<file path="src/rtl/imm_gen_pkg.sv">
// Shared definitions for the pipelined RISC-V immediate generator.
// Holds the base opcodes that are recognised, the shift funct3 codes,
// the output format encoding, and the per-word decode flags that travel
// down the pipe next to the immediate and the tag.
package imm_gen_pkg;

  localparam logic [6:0] OPC_LOAD      = 7'b0000011;
  localparam logic [6:0] OPC_OP_IMM    = 7'b0010011;
  localparam logic [6:0] OPC_JALR      = 7'b1100111;
  localparam logic [6:0] OPC_SYSTEM    = 7'b1110011;
  localparam logic [6:0] OPC_OP_IMM_32 = 7'b0011011;
  localparam logic [6:0] OPC_STORE     = 7'b0100011;
  localparam logic [6:0] OPC_BRANCH    = 7'b1100011;
  localparam logic [6:0] OPC_LUI       = 7'b0110111;
  localparam logic [6:0] OPC_AUIPC     = 7'b0010111;
  localparam logic [6:0] OPC_JAL       = 7'b1101111;
  localparam logic [6:0] OPC_OP        = 7'b0110011;
  localparam logic [6:0] OPC_OP_32     = 7'b0111011;

  localparam logic [2:0] F3_SLL = 3'b001;
  localparam logic [2:0] F3_SR  = 3'b101;

  typedef enum logic [2:0] {
    FMT_R   = 3'd0,
    FMT_I   = 3'd1,
    FMT_S   = 3'd2,
    FMT_B   = 3'd3,
    FMT_U   = 3'd4,
    FMT_J   = 3'd5,
    FMT_ILL = 3'd7
  } fmt_e;

  // Decode flags carried with every result; the XLEN-wide immediate and
  // the TAG_W-wide tag are added around this in the parametrised top.
  typedef struct packed {
    fmt_e fmt;
    logic shamt;
    logic illegal;
  } dec_info_t;

  // Shift-immediate instructions reuse the I-type slot for a shift amount.
  function automatic logic isShift(input logic [2:0] funct3);
    return (funct3 == F3_SLL) || (funct3 == F3_SR);
  endfunction

endpackage

</file>
<file path="src/rtl/imm_decode.sv">
// Purely combinational immediate decoder.
// Classifies a 32-bit instruction word by opcode and builds the
// sign-extended (or, for shifts, zero-extended) immediate at XLEN bits.
// Ports:
//   inst_i  32-bit instruction word
//   imm_o   XLEN-bit immediate (zero for R-type and illegal words)
//   info_o  format code, shift-amount flag and illegal flag
module imm_decode
  import imm_gen_pkg::*;
#(
  parameter int XLEN = 32
) (
  input  logic [31:0]     inst_i,
  output logic [XLEN-1:0] imm_o,
  output dec_info_t       info_o
);

  logic [6:0] opc;
  logic [2:0] funct3;

  assign opc    = inst_i[6:0];
  assign funct3 = inst_i[14:12];

  // Start from "illegal, zero immediate" and overwrite for every opcode we
  // know. The *-32 opcodes only exist on RV64, so on RV32 they fall through
  // as illegal. RV64 shifts on OP-IMM take a 6-bit shamt, the *W shifts 5.
  always_comb begin
    imm_o          = '0;
    info_o.fmt     = FMT_ILL;
    info_o.shamt   = 1'b0;
    info_o.illegal = 1'b1;
    case (opc)
      OPC_LOAD, OPC_JALR, OPC_SYSTEM: begin
        info_o.fmt     = FMT_I;
        info_o.illegal = 1'b0;
        imm_o          = XLEN'($signed(inst_i[31:20]));
      end
      OPC_OP_IMM: begin
        info_o.fmt     = FMT_I;
        info_o.illegal = 1'b0;
        if (isShift(funct3)) begin
          info_o.shamt = 1'b1;
          imm_o        = (XLEN == 64) ? XLEN'(inst_i[25:20]) : XLEN'(inst_i[24:20]);
        end else begin
          imm_o = XLEN'($signed(inst_i[31:20]));
        end
      end
      OPC_OP_IMM_32: begin
        if (XLEN == 64) begin
          info_o.fmt     = FMT_I;
          info_o.illegal = 1'b0;
          if (isShift(funct3)) begin
            info_o.shamt = 1'b1;
            imm_o        = XLEN'(inst_i[24:20]);
          end else begin
            imm_o = XLEN'($signed(inst_i[31:20]));
          end
        end
      end
      OPC_STORE: begin
        info_o.fmt     = FMT_S;
        info_o.illegal = 1'b0;
        imm_o          = XLEN'($signed({inst_i[31:25], inst_i[11:7]}));
      end
      OPC_BRANCH: begin
        info_o.fmt     = FMT_B;
        info_o.illegal = 1'b0;
        imm_o = XLEN'($signed({inst_i[31], inst_i[7], inst_i[30:25], inst_i[11:8], 1'b0}));
      end
      OPC_LUI, OPC_AUIPC: begin
        info_o.fmt     = FMT_U;
        info_o.illegal = 1'b0;
        imm_o          = XLEN'($signed({inst_i[31:12], 12'b0}));
      end
      OPC_JAL: begin
        info_o.fmt     = FMT_J;
        info_o.illegal = 1'b0;
        imm_o = XLEN'($signed({inst_i[31], inst_i[19:12], inst_i[20], inst_i[30:21], 1'b0}));
      end
      OPC_OP: begin
        info_o.fmt     = FMT_R;
        info_o.illegal = 1'b0;
      end
      OPC_OP_32: begin
        if (XLEN == 64) begin
          info_o.fmt     = FMT_R;
          info_o.illegal = 1'b0;
        end
      end
      default: begin
      end
    endcase
  end

endmodule

</file>
<file path="src/rtl/imm_gen_pipe.sv">
// Pipelined immediate generator for the decode stage.
// Decodes each accepted instruction word and presents the immediate,
// format and flags as a registered stream through a two-entry buffer
// (main + skid), so in_ready can be a register and throughput stays at one
// word per cycle. Also counts accepted illegal opcodes, saturating.
// Ports:
//   clk, rst_n          clock, asynchronous active-low reset
//   in_valid/in_ready   input handshake; inst_i word, tag_i sideband tag
//   out_valid/out_ready output handshake
//   imm_o, fmt_o        immediate and format code of the presented result
//   shamt_o, illegal_o  shift-amount and illegal-opcode flags
//   tag_o               tag that entered with the presented word
//   ill_cnt_o, cnt_clr  illegal-opcode counter and its synchronous clear
module imm_gen_pipe
  import imm_gen_pkg::*;
#(
  parameter int XLEN  = 32,
  parameter int TAG_W = 32,
  parameter int CNT_W = 16
) (
  input  logic             clk,
  input  logic             rst_n,
  input  logic             in_valid,
  output logic             in_ready,
  input  logic [31:0]      inst_i,
  input  logic [TAG_W-1:0] tag_i,
  output logic             out_valid,
  input  logic             out_ready,
  output logic [XLEN-1:0]  imm_o,
  output logic [2:0]       fmt_o,
  output logic             shamt_o,
  output logic             illegal_o,
  output logic [TAG_W-1:0] tag_o,
  output logic [CNT_W-1:0] ill_cnt_o,
  input  logic             cnt_clr
);

  typedef struct packed {
    logic [XLEN-1:0]  imm;
    dec_info_t        info;
    logic [TAG_W-1:0] tag;
  } entry_t;

  entry_t          mainEntry_q, mainEntry_d;
  entry_t          skidEntry_q, skidEntry_d;
  entry_t          newEntry;
  logic            mainValid_q, mainValid_d;
  logic            skidValid_q, skidValid_d;
  logic [CNT_W-1:0] illCnt_q, illCnt_d;
  logic [XLEN-1:0] decImm;
  dec_info_t       decInfo;
  logic            accept;
  logic            pop;

  imm_decode #(
    .XLEN(XLEN)
  ) u_decode (
    .inst_i(inst_i),
    .imm_o (decImm),
    .info_o(decInfo)
  );

  assign newEntry = '{imm: decImm, info: decInfo, tag: tag_i};

  assign in_ready = !skidValid_q;
  assign accept   = in_valid && in_ready;
  assign pop      = mainValid_q && out_ready;

  // Buffer steering. A pop first refills main from skid (or empties main);
  // a new word then goes to main if main is free after that, otherwise it
  // parks in skid. When skid is occupied in_ready is low, so a word never
  // arrives while both entries are full.
  always_comb begin
    mainEntry_d = mainEntry_q;
    mainValid_d = mainValid_q;
    skidEntry_d = skidEntry_q;
    skidValid_d = skidValid_q;
    if (pop) begin
      if (skidValid_q) begin
        mainEntry_d = skidEntry_q;
        skidValid_d = 1'b0;
      end else begin
        mainValid_d = 1'b0;
      end
    end
    if (accept) begin
      if (!mainValid_q || (pop && !skidValid_q)) begin
        mainEntry_d = newEntry;
        mainValid_d = 1'b1;
      end else begin
        skidEntry_d = newEntry;
        skidValid_d = 1'b1;
      end
    end
  end

  // Illegal-opcode counter: a clear wins over a same-cycle increment, and
  // the count sticks at all-ones rather than wrapping.
  always_comb begin
    illCnt_d = illCnt_q;
    if (cnt_clr) begin
      illCnt_d = '0;
    end else if (accept && decInfo.illegal && (illCnt_q != {CNT_W{1'b1}})) begin
      illCnt_d = illCnt_q + CNT_W'(1);
    end
  end

  // State registers. Reset discards anything buffered; nothing is replayed.
  always_ff @(posedge clk or negedge rst_n) begin
    if (!rst_n) begin
      mainEntry_q <= '0;
      skidEntry_q <= '0;
      mainValid_q <= 1'b0;
      skidValid_q <= 1'b0;
      illCnt_q    <= '0;
    end else begin
      mainEntry_q <= mainEntry_d;
      skidEntry_q <= skidEntry_d;
      mainValid_q <= mainValid_d;
      skidValid_q <= skidValid_d;
      illCnt_q    <= illCnt_d;
    end
  end

  assign out_valid = mainValid_q;
  assign imm_o     = mainEntry_q.imm;
  assign fmt_o     = mainEntry_q.info.fmt;
  assign shamt_o   = mainEntry_q.info.shamt;
  assign illegal_o = mainEntry_q.info.illegal;
  assign tag_o     = mainEntry_q.tag;
  assign ill_cnt_o = illCnt_q;

endmodule

</file>
<file path="config.mk">
export PLATFORM = sky130hd
export DESIGN_NAME = imm_gen_pipe
export DESIGN_NICKNAME = d
export VERILOG_FILES = /design/src/rtl/imm_gen_pkg.sv /design/src/rtl/imm_decode.sv /design/src/rtl/imm_gen_pipe.sv
export SDC_FILE = /design/constraint.sdc
export NUM_CORES = 1
export LEC_CHECK = 0
export CORE_UTILIZATION = 30
export CTS_BUF_LIST = sky130_fd_sc_hd__clkbuf_16
export CTS_CLUSTER_DIAMETER = 80
export DETAILED_ROUTE_END_ITERATION = 10
export DONT_BUFFER_PORTS = 1
export MAX_ROUTING_LAYER = met4
export PLACE_DENSITY = 0.48
export SLEW_MARGIN = 20
export SYNTH_ARGS = -nofsm -noshare
export SYNTH_HDL_FRONTEND = slang
export SYNTH_SLANG_ARGS = --single-unit
</file>
<file path="constraint.sdc">
create_clock -name clk -period 2.7 [get_ports clk]
set_input_delay 0.27 -clock clk [delete_from_list [all_inputs] [get_ports clk]]
set_output_delay 0.27 -clock clk [all_outputs]
set_load 0.005 [all_outputs]
</file>
==> results of run 1 <==
repair_timing:
action / CTS / global route
setup endpoints to repair: 0 / 0
hold endpoints to repair: 275 / 156
gates resized for setup: 0 / 0
report_power, final:
part / total (mW) / switching (mW) / internal (mW)
Combinational: 1.65 / 0.929 / 0.721
Clock: 2.44 / 1.06 / 1.38
Sequential: 3.51 / 0.507 / 3.00
Total: 7.60 / 2.49 / 5.11
kinds of logic after synthesis:
logic type,Yosys count,synth area share [%]
and+or+nand+nor,328,19.8
DFF,156,53.4
AOI/OAI and AO/OA,139,12.2
muxes,72,10.1
buffers and inverters,62,3.35
xor gates and xnor gates,9,1.08
adders and majority gates,1,0.171
path summary, 6_finish.rpt:
check / depth (start not counted) / startpoint / to
max in group asynchronous: 0 / rst_n / skidValid_q
worst max-delay path: 5 / out_valid / imm_o[25]
worst max register to register: 5 / out_valid / imm_o[25]
min in group clk: 2 / inst_i[30] / imm_o[30]
worst min register to register: 2 / skidEntry_q[45] / skidEntry_q[45]
worst min-delay path: 0 / rst_n / tag_o[22]
flip-flops by register name, summed over array words and instances, names as in the netlist:
signal / count
imm_o: 32
tag_o: 32
illegal_o: 1
out_valid: 1
shamt_o: 1
ill_cnt_o: 16
skidValid_q: 1
skidEntry_q: 69
fmt_o: 3
layout make-up:
class,count,area [um^2],area share (%)
timing repair buffer,75,758,8.55
sequential,156,3900,44.0
clock buffer,17,425,4.80
clock inverter,15,163,1.84
multi-input combinational,549,3190,36.0
inverter,6,22.5,0.254
tap,319,399,4.50
per-stage QoR:
| step | hold slack (ns) | cell area [um^2] | util (%) | setup slack (ns) |
|---|---|---|---|---|
| after floorplan | -0.0256 | 7310 | - | 0.671 |
| after global placement | -0.0211 | 7740 | 32.7 | 0.534 |
| after detailed placement | -0.0212 | 7740 | 32.7 | 0.505 |
| after CTS | -0.496 | 8860 | 37.4 | 0.510 |
| after global routing | -0.504 | 8860 | 37.4 | 0.365 |
| final | -0.463 | 8860 | 37.4 | 0.536 |
layout by cell type, fill, tap and decap left out, drive strengths merged, types with 2 or more instances in the layout:
master       instances
and4                 2
or3                  2
clkbuf              17
clkinv               5
nor3                 3
a22oi                4
bufinv               2
or3b                 2
nor4                 3
nor2b                5
dlygate4sd3         53
nor2                28
clkinvlp             2
mux2                13
and2                 3
nand4                8
a2111oi              8
buf                 22
a31o                 4
a21oi               17
nand3               64
or4                  2
o21ai               66
a211oi               2
nand2              196
o211ai              26
and3                 3
nand2b               4
inv                 12
xnor2                8
dfrtp              156
mux2i               59
o31ai                3
a31oi                2
metal layers:
metal  track usage [%]  vias up
li1                  -     2758
met5                 -        -
met3              6.21       10
met2              27.2      144
met1              21.5     2668
met4              4.53        0
==> flow_summary_export.csv, run 1 <==
group,metric,value,unit
yosys,synth_fp_nets,837,
die,core.rowCount,56,
timing,drv_slew,0,
setup_path,path_cells,"nor2b_1, nor2_4, and2_1, o21ai_1, o211ai_1",
cells_and_area,fillers,2442,
timing,achievable-frequency,462,MHz
timing,final_min_period_over_clock_period,80.1,%
clock_tree,root_buffer,"clkbuf_16",
clock_tree,cts_buffers,17,
grt,first_global_vias,5637,
pwr,worst_ir_drop_vdd,0.348,mV
setup_path,worst-path-buf-inv,0,
setup_path,timing.critical_path.arrival,2.40,ns
cells_and_area,post_route_cells_drive_above_1_share,9.41,%
detailed_routing,drtAntennaViolNets,0,
timing,fin_worst_hold_slack,-0.463,ns
status,run_status,"finished with violations",
yosys,synth.distinct_cells,53,
detailed_routing,drc,0,
detailed_routing,detailedRoute.firstIterationViolations,336,
detailed_routing,met3_wirelength,1.56,mm
min_path,min_delay_path_class,"primary input to async pin",
yosys,mappedNetlistArea,7310,um^2
timing,report.final.hold_viol_count,156,
timing,rsz0062_at_grt,"no",
timing,tightest_slew,1.13,ns
clock_tree,max-clock-path-buffers,2,
detailed_routing,wirelength_met1,9.19,mm
cells_and_area,number_of_cells_in_the_finished_layout_apart_from_fillers,1137,
setup_path,setup.worst_path.start_class,"flip-flop",
placement,gp_congestion,0.764,
detailed_routing,routed.top_layer,"met4",
detailed_routing,dr_wl_met2,9.71,mm
grt,groute.usage.overall,17.5,%
cells_and_area,syn2layout_area_growth,21.2,%
timing,setup_violations,0,
yosys,synth-seq-cells,156,
detailed_routing,totalWireLength,20.5,mm
timing,slew_headroom,24.0,%
setup_path,crit_family,"compound AO/OA/AOI/OAI gates",
die,fp.dieArea,25000,um^2
die,placeableCoreArea,23700,um^2
clock_tree,postCtsHoldBufs,53,
status,violations,"hold timing",
detailed_routing,route.vias.total,5580,
yosys,async_flop_share,100,%
clock_tree,post-cts-setup-buffers,0,
pwr,power-per-cell-area,857,nW/um^2
die,dieHeight,158,um
detailed_routing,number_of_detailed_route_iterations_in_the_first_pass,4,
die,top_level_i_o_count,156,
grt,grt_start_max_net_pins,157,
pwr,leakage,4.21,nW
clock_tree,path_clk_slew,0.07,ns
grt,grt_pass1_wl,32.2,mm
run,cap_viol_max_count,0,
pwr,total_power,7.60,mW
setup_path,worstPathMaxFanout,11,
grt,global_route.overflow_total,0,
cells_and_area,diodes,0,
yosys,synth.area.top_cells,"dfrtp_1 (53%), nand2_1 (10%), mux2i_1 (8.1%), nand3_1 (4.4%), o21ai_0 (3.8%)",
timing,setup_total_negative_slack,0,ns
placement,detailedPlacementHpwl,13.0,mm
setup_path,timing.critical_path.slowest_cell_delay,0.60,ns
yosys,synth_enable_flop_cells,0,
setup_path,worst_setup_path_type,"flip-flop to flip-flop",
grt,antenna_violations_before_repair,0,
yosys,synth.top_cell.area_share,53.4,%
timing,min_period,2.16,ns
yosys,synth-seq-area-share,53.4,%
detailed_routing,route.detailed.wl_per_inst,18.1,um
placement,io_buffer_count,0,
yosys,synthesis_warnings,0,
cells_and_area,nets,875,
placement,dp_cells,1052,
clock_tree,htreeDepth,4,
clock_tree,cts_tree,"yes",
setup_path,timing.critical_path.required,2.93,ns
die,floorplan.initialDensity,30.9,%
setup_path,crit_path_end_kind,"flip-flop",
yosys,synthMostInstantiatedCell,"nand2_1",
detailed_routing,via_per_inst,4.91,
setup_path,setup.reg_to_reg.worst_slack,0.54,ns
yosys,average_size_of_a_mapped_cell,9.53,um^2
timing,finClkSkew,0.00948,ns
clock_tree,clock_insertion_delay_worst_skew,0.42,ns
yosys,ys_dominant_reg_cell,"dfrtp_1",
clock_tree,number_of_clock_sinks_seen_by_cts,156,
setup_path,crit_slowest_cell,"o21ai_1",
die,dieWidth,158,um
yosys,yosys.area.top_type,"dfrtp_1",
yosys,post_synth_most_frequent_cells,"nand2_1 (196), dfrtp_1 (156), nand3_1 (64), mux2i_1 (59), o21ai_0 (55)",
yosys,postSynthCellCount,767,
(Power assumes the default switching activity.)
==> run 2, diff against run 1 <==
==> constraint.sdc (replaced) <==
create_clock -name clk -period 2.27 [get_ports clk]
set_input_delay 0.227 -clock clk [delete_from_list [all_inputs] [get_ports clk]]
set_output_delay 0.227 -clock clk [all_outputs]
set_load 0.005 [all_outputs]
==> run 2 against run 1 <==
Compared with the run above:
- the run still ends with hold timing left
- cell count up 0.79%
- clock skew up 0.00085 ns
- non-clock buffer count up 9
- critical path type unchanged
- largest cell class unchanged
==> flow_summary_export.csv, run 2 (synthesis gave the netlist of run 1 again) <==
group,metric,value,unit
detailed_routing,via_per_inst,4.90,
detailed_routing,number_of_detailed_route_iterations_in_the_first_pass,4,
timing,rsz0062_at_grt,"no",
clock_tree,cts_tree,"yes",
pwr,power-per-cell-area,1010,nW/um^2
clock_tree,cts_buffers,17,
clock_tree,root_buffer,"clkbuf_16",
pwr,worst_ir_drop_vdd,0.478,mV
detailed_routing,wirelength_met1,9.17,mm
detailed_routing,drtAntennaViolNets,0,
timing,setup_violations,0,
run,cap_viol_max_count,0,
cells_and_area,number_of_cells_in_the_finished_layout_apart_from_fillers,1146,
detailed_routing,met3_wirelength,1.54,mm
placement,detailedPlacementHpwl,12.9,mm
grt,groute.usage.overall,16.9,%
cells_and_area,syn2layout_area_growth,21.9,%
detailed_routing,totalWireLength,20.1,mm
timing,achievable-frequency,477,MHz
placement,io_buffer_count,0,
clock_tree,path_clk_slew,0.07,ns
detailed_routing,drc,0,
status,run_status,"finished with violations",
setup_path,worst_r2r_path_depth,5,
grt,grt_start_max_net_pins,157,
setup_path,worstPathMaxFanout,10,
placement,dp_cells,1058,
cells_and_area,layout.cells.most_common_list,"nand2_1 (195), dfrtp_1 (156), nand3_1 (63), mux2i_1 (59), dlygate4sd3_1 (56)",
pwr,leakage,4.25,nW
grt,antenna_violations_before_repair,0,
timing,final_min_period_over_clock_period,92.3,%
setup_path,crit_path_end_kind,"flip-flop",
pwr,total_power,9.04,mW
detailed_routing,detailedRoute.firstIterationViolations,349,
timing,fin_worst_hold_slack,-0.498,ns
timing,finClkSkew,0.0103,ns
die,top_level_i_o_count,156,
clock_tree,postCtsHoldBufs,56,
min_path,min_delay_path_class,"primary input to async pin",
timing,drv_slew,0,
cells_and_area,diodes,0,
setup_path,setup.reg_to_reg.worst_slack,0.17,ns
grt,global_route.overflow_total,0,
setup_path,worst_setup_path_type,"flip-flop to flip-flop",
die,floorplan.initialDensity,30.9,%
clock_tree,htreeDepth,4,
timing,report.final.hold_viol_count,156,
detailed_routing,dr_wl_met2,9.19,mm
die,dieWidth,158,um
die,fp.dieArea,25000,um^2
cells_and_area,max_ffs_per_register,69,
cells_and_area,post_route_cells_drive_above_1_share,10.0,%
cells_and_area,nets,884,
die,dieHeight,158,um
clock_tree,post-cts-setup-buffers,0,
grt,grt_pass1_wl,31.4,mm
timing,tightest_slew,0.680,ns
die,core.rowCount,56,
setup_path,timing.critical_path.arrival,2.41,ns
detailed_routing,route.detailed.wl_per_inst,17.5,um
timing,setup_total_negative_slack,0,ns
clock_tree,number_of_clock_sinks_seen_by_cts,156,
die,placeableCoreArea,23700,um^2
detailed_routing,routed.top_layer,"met4",
placement,gp_congestion,0.766,
grt,first_global_vias,5512,
detailed_routing,route.vias.total,5620,
setup_path,timing.critical_path.required,2.58,ns
cells_and_area,layout.cells.most_common,"nand2_1",
cells_and_area,largest-register,"skidEntry_q",
clock_tree,clock_insertion_delay_worst_skew,0.43,ns
status,violations,"hold timing",
setup_path,setup.worst_path.start_class,"flip-flop",
timing,min_period,2.10,ns
clock_tree,max-clock-path-buffers,2,
timing,slew_headroom,54.4,%
[run 2: per-layer routing]
| metal | global-route usage [%] | vias up |
|---|---|---|
| met5 | - | - |
| met4 | 4.03 | 0 |
| met3 | 5.23 | 11 |
| met2 | 25.6 | 155 |
| met1 | 21.9 | 2674 |
| li1 | - | 2780 |
[run 2: worst paths after layout]
path,end,start
min,tag_o[22],rst_n
min reg2reg,skidEntry_q[47],skidEntry_q[47]
max reg2reg,ill_cnt_o[15],ill_cnt_o[3]
max in group asynchronous,skidEntry_q[41],rst_n
max,ill_cnt_o[15],ill_cnt_o[3]
min in group clk,imm_o[13],inst_i[13]
[run 2: through the flow]
stage	utilization, %	cell area (um^2)	setup WS [ns]	hold WS [ns]
floorplan	-	7310	0.284	-0.0686
finish	37.6	8910	0.174	-0.498
global route	37.6	8910	0.0724	-0.526
CTS	37.6	8910	0.181	-0.522
global placement	32.8	7760	0.209	-0.0642
detailed placement	32.8	7760	0.182	-0.0646
[run 2: final cells by class]
class	instances	area [um^2]
sequential	156	3900
fill	2439	14800
multi-input combinational	549	3190
inverter	6	22.5
timing repair buffer	84	808
tap	319	399
clock inverter	15	160
clock buffer	17	425
[run 2: timing repair]
action | CTS | global route
resized for setup | 0 | 0
endpoints found under the setup margin | 0 | 0
endpoints found under the hold margin | 285 | 156
[run 2: report_power, final]
group | total, mW | internal, mW | switching [mW]
registers | 4.17 | 3.57 | 0.597
logic | 1.95 | 0.852 | 1.10
clock network | 2.91 | 1.65 | 1.27
total | 9.04 | 6.07 | 2.97
[run 2: worst max-delay path, cell delays in order, from the launching register on]
cell,delay [ns]
dfrtp_1,0.46
nand4_1,0.23
nor4_4,0.58
a211o_1,0.31
nor4_1,0.10
mux2_1,0.31
==> run 3, diff against run 2 <==
--- a/config.mk
+++ b/config.mk
@@ -15,4 +15,5 @@
 export SLEW_MARGIN = 20
 export SYNTH_ARGS = -nofsm -noshare
 export SYNTH_HDL_FRONTEND = slang
+export SYNTH_HIERARCHICAL = 1
 export SYNTH_SLANG_ARGS = --single-unit
==> run 3 against run 2 <==
Compared with the run above:
- the run still ends with hold timing left
- sequential share of layout area grew 0.90 points
- clock-buffer cell count is the same
- first-iteration DRC count shrank 31%
- via count shrank 11%
- global-route usage shrank 1.5 points
- critical path type unchanged
==> flow_summary_export.csv, run 3 <==
group,metric,value,unit
status,run_status,"finished with violations",
status,violations,"hold timing",
cells_and_area,diodes,0,
setup_path,crit_slowest_cell,"or4_1",
timing,finClkSkew,0.00949,ns
clock_tree,cts_tree,"yes",
yosys,ys_dominant_reg_cell,"dfrtp_1",
die,core.rowCount,56,
yosys,post_synth_most_frequent_cells,"dfrtp_1 (156), nand2_1 (80), o21ai_0 (78), mux2i_1 (69), mux2_2 (54)",
cells_and_area,max_ffs_per_register,69,
grt,global_route.overflow_total,0,
yosys,synth-seq-cells,156,
clock_tree,htreeDepth,4,
placement,io_buffer_count,0,
clock_tree,max-clock-path-buffers,2,
timing,report.final.hold_viol_count,156,
timing,fin_worst_hold_slack,-0.500,ns
yosys,post_synthesis_compound_gate_area_fraction,11.2,%
pwr,total_power,9.29,mW
placement,dp_cells,931,
cells_and_area,largest-register,"skidEntry_q",
cells_and_area,fillers,2330,
die,top_level_i_o_count,156,
detailed_routing,drtAntennaViolNets,0,
pwr,worst_ir_drop_vdd,0.523,mV
detailed_routing,totalWireLength,18.1,mm
cells_and_area,final_core_utilization,36.8,%
min_path,min_delay_path_class,"primary input to async pin",
yosys,synth.top_cell.area_share,53.2,%
clock_tree,clock_insertion_delay_worst_skew,0.42,ns
pwr,leakage,4.16,nW
clock_tree,post-cts-setup-buffers,0,
detailed_routing,route.vias.total,5022,
grt,first_global_vias,5202,
yosys,postSynthCellCount,641,
timing,tightest_slew,0.903,ns
yosys,average_size_of_a_mapped_cell,11.5,um^2
setup_path,path_cells,"ha_1, and3_1, and4_1, or4_1, a21oi_1",
yosys,synth_top_family_by_area,"multiplexers",
placement,gp_congestion,0.785,
timing,setup_violations,0,
clock_tree,postCtsHoldBufs,35,
cells_and_area,number_of_cells_in_the_finished_layout_apart_from_fillers,998,
yosys,synthMostInstantiatedCell,"dfrtp_1",
yosys,async_flop_share,100,%
cells_and_area,syn2layout_area_growth,19.0,%
cells_and_area,multi_input_area,3230,um^2
timing,slew_headroom,39.3,%
yosys,synthesis_warnings,6,
yosys,synth_xor_area_share,0.119,%
run,cap_viol_max_count,0,
yosys,synth_fp_nets,711,
timing,final_min_period_over_clock_period,88.3,%
die,dieHeight,158,um
cells_and_area,post_route_cells_drive_above_1_share,18.0,%
detailed_routing,number_of_detailed_route_iterations_in_the_first_pass,4,
yosys,synth.area.top_cells,"dfrtp_1 (53%), mux2i_1 (9.4%), mux2_2 (8.3%), o21ai_0 (5.3%), nand2_1 (4.1%)",
timing,min_period,2.00,ns
clock_tree,number_of_clock_sinks_seen_by_cts,156,
setup_path,worst_setup_path_type,"flip-flop to flip-flop",
timing,setup_total_negative_slack,0,ns
yosys,synth_enable_flop_cells,0,
die,fp.dieArea,25100,um^2
setup_path,worstPathMaxFanout,20,
detailed_routing,drc,0,
setup_path,timing.critical_path.slowest_cell_delay,0.57,ns
cells_and_area,nets,736,
timing,rsz0062_at_grt,"no",
pwr,power-per-cell-area,1060,nW/um^2
yosys,synth-seq-area-share,53.2,%
die,placeableCoreArea,23800,um^2
setup_path,setup.worst_path.start_class,"flip-flop",
timing,achievable-frequency,499,MHz
clock_tree,path_clk_slew,0.06,ns
setup_path,crit_path_end_kind,"flip-flop",
cells_and_area,final-seq-area,3900,um^2
placement,detailedPlacementHpwl,11.8,mm
detailed_routing,route.detailed.wl_per_inst,18.1,um
clock_tree,cts_buffers,17,
setup_path,timing.critical_path.arrival,2.34,ns
timing,drv_slew,0,
clock_tree,root_buffer,"clkbuf_16",
grt,grt_pass1_wl,28.5,mm
detailed_routing,detailedRoute.firstIterationViolations,240,
yosys,mappedNetlistArea,7340,um^2
die,floorplan.initialDensity,30.9,%
die,dieWidth,158,um
grt,grt_start_max_net_pins,157,
setup_path,timing.critical_path.required,2.60,ns
grt,groute.usage.overall,15.4,%
yosys,yosys.area.top_type,"dfrtp_1",
cells_and_area,layout.cells.most_common_list,"dfrtp_1 (156), nand2_1 (80), o21ai_0 (78), mux2i_1 (69), mux2_2 (54)",
grt,antenna_violations_before_repair,0,
yosys,synth_adder_area_share,0.170,%
cells_and_area,layout.cells.most_common,"dfrtp_1",
yosys,muxShareOfSynthArea,20.6,%
yosys,yosys.area_share.simple,11.3,%
yosys,synth.distinct_cells,59,
detailed_routing,via_per_inst,5.03,
## run 3: cell types whose count changed in the layout (fill, tap and decap cells not counted), sizes merged, moves of 7 or more
cell / previous run / this run
nand2: 196 / 81
mux2: 13 / 73
nand3: 64 / 10
o211ai: 26 / 1
nor2: 28 / 4
dlygate4sd3: 56 / 35
a21o: 0 / 20
buf: 28 / 13
o21ai: 66 / 79
mux2i: 59 / 69
a2111oi: 8 / 0
xnor2: 8 / 1
## run 3: timing repair
action	4_1_cts	5_1_grt
setup endpoints to repair	0	0
gates resized for setup	0	0
endpoints found under the hold margin	235	156
## run 3: cells by family after synthesis
family                   count (synthesis)
AO/OA/AOI/OAI                          137
XOR/XNOR                                 1
adder cells (fa/ha/maj)                  1
buffers and inverters                   48
flip-flops                             156
multiplexers                           142
AND/OR/NAND/NOR                        156
## run 3: layer usage
layer	global-route usage, %	wire, um	up-vias
li1	-	-	2352
met1	18.3	7740	2523
met2	24.7	8910	125
met3	4.30	1070	22
met4	6.14	324	0
met5	-	0	-
## run 3: final timing paths
check	startpoint	end	slack, ns	depth (start not counted)
max	ill_cnt_o[0]	ill_cnt_o[5]	0.27	5
min	rst_n	skidEntry_q[66]	-0.50	0
max reg2reg	ill_cnt_o[0]	ill_cnt_o[5]	0.27	5
min reg2reg	skidEntry_q[36]	skidEntry_q[36]	0.49	1
max in group asynchronous	rst_n	tag_o[10]	2.52	0
min in group clk	cnt_clr	ill_cnt_o[14]	0.04	2
## run 3: final cells by class
cell class / instances / share of cell area (%)
clock buffer: 17 / 4.87
sequential: 156 / 44.7
inverter: 6 / 0.258
clock inverter: 15 / 2.79
tap: 319 / 4.57
timing repair buffer: 48 / 5.85
multi-input combinational: 437 / 37.0
## run 3: worst max-delay path: cells and delay by family (launching register included)
family | cells | cell delay (ns)
AOI/OAI and AO/OA | 1 | 0.18
adders and majority gates | 1 | 0.23
and+or+nand+nor | 3 | 1.12
DFF | 1 | 0.38
## run 3: stage by stage
step / hold slack, ns / setup slack (ns) / instance area, um^2
6_report: -0.500 / 0.266 / 8730
5_1_grt: -0.536 / 0.132 / 8730
4_1_cts: -0.526 / 0.246 / 8730
3_5_place_dp: -0.0641 / 0.127 / 7710
3_3_place_gp: -0.0635 / 0.120 / 7710
2_1_floorplan: -0.0686 / 0.213 / 7340
## run 3: power by group
group / internal, mW / switching (mW) / total (mW)
clock: 2.07 / 1.21 / 3.27
sequential: 3.58 / 0.588 / 4.17
combinational: 0.949 / 0.901 / 1.85
total: 6.60 / 2.69 / 9.29
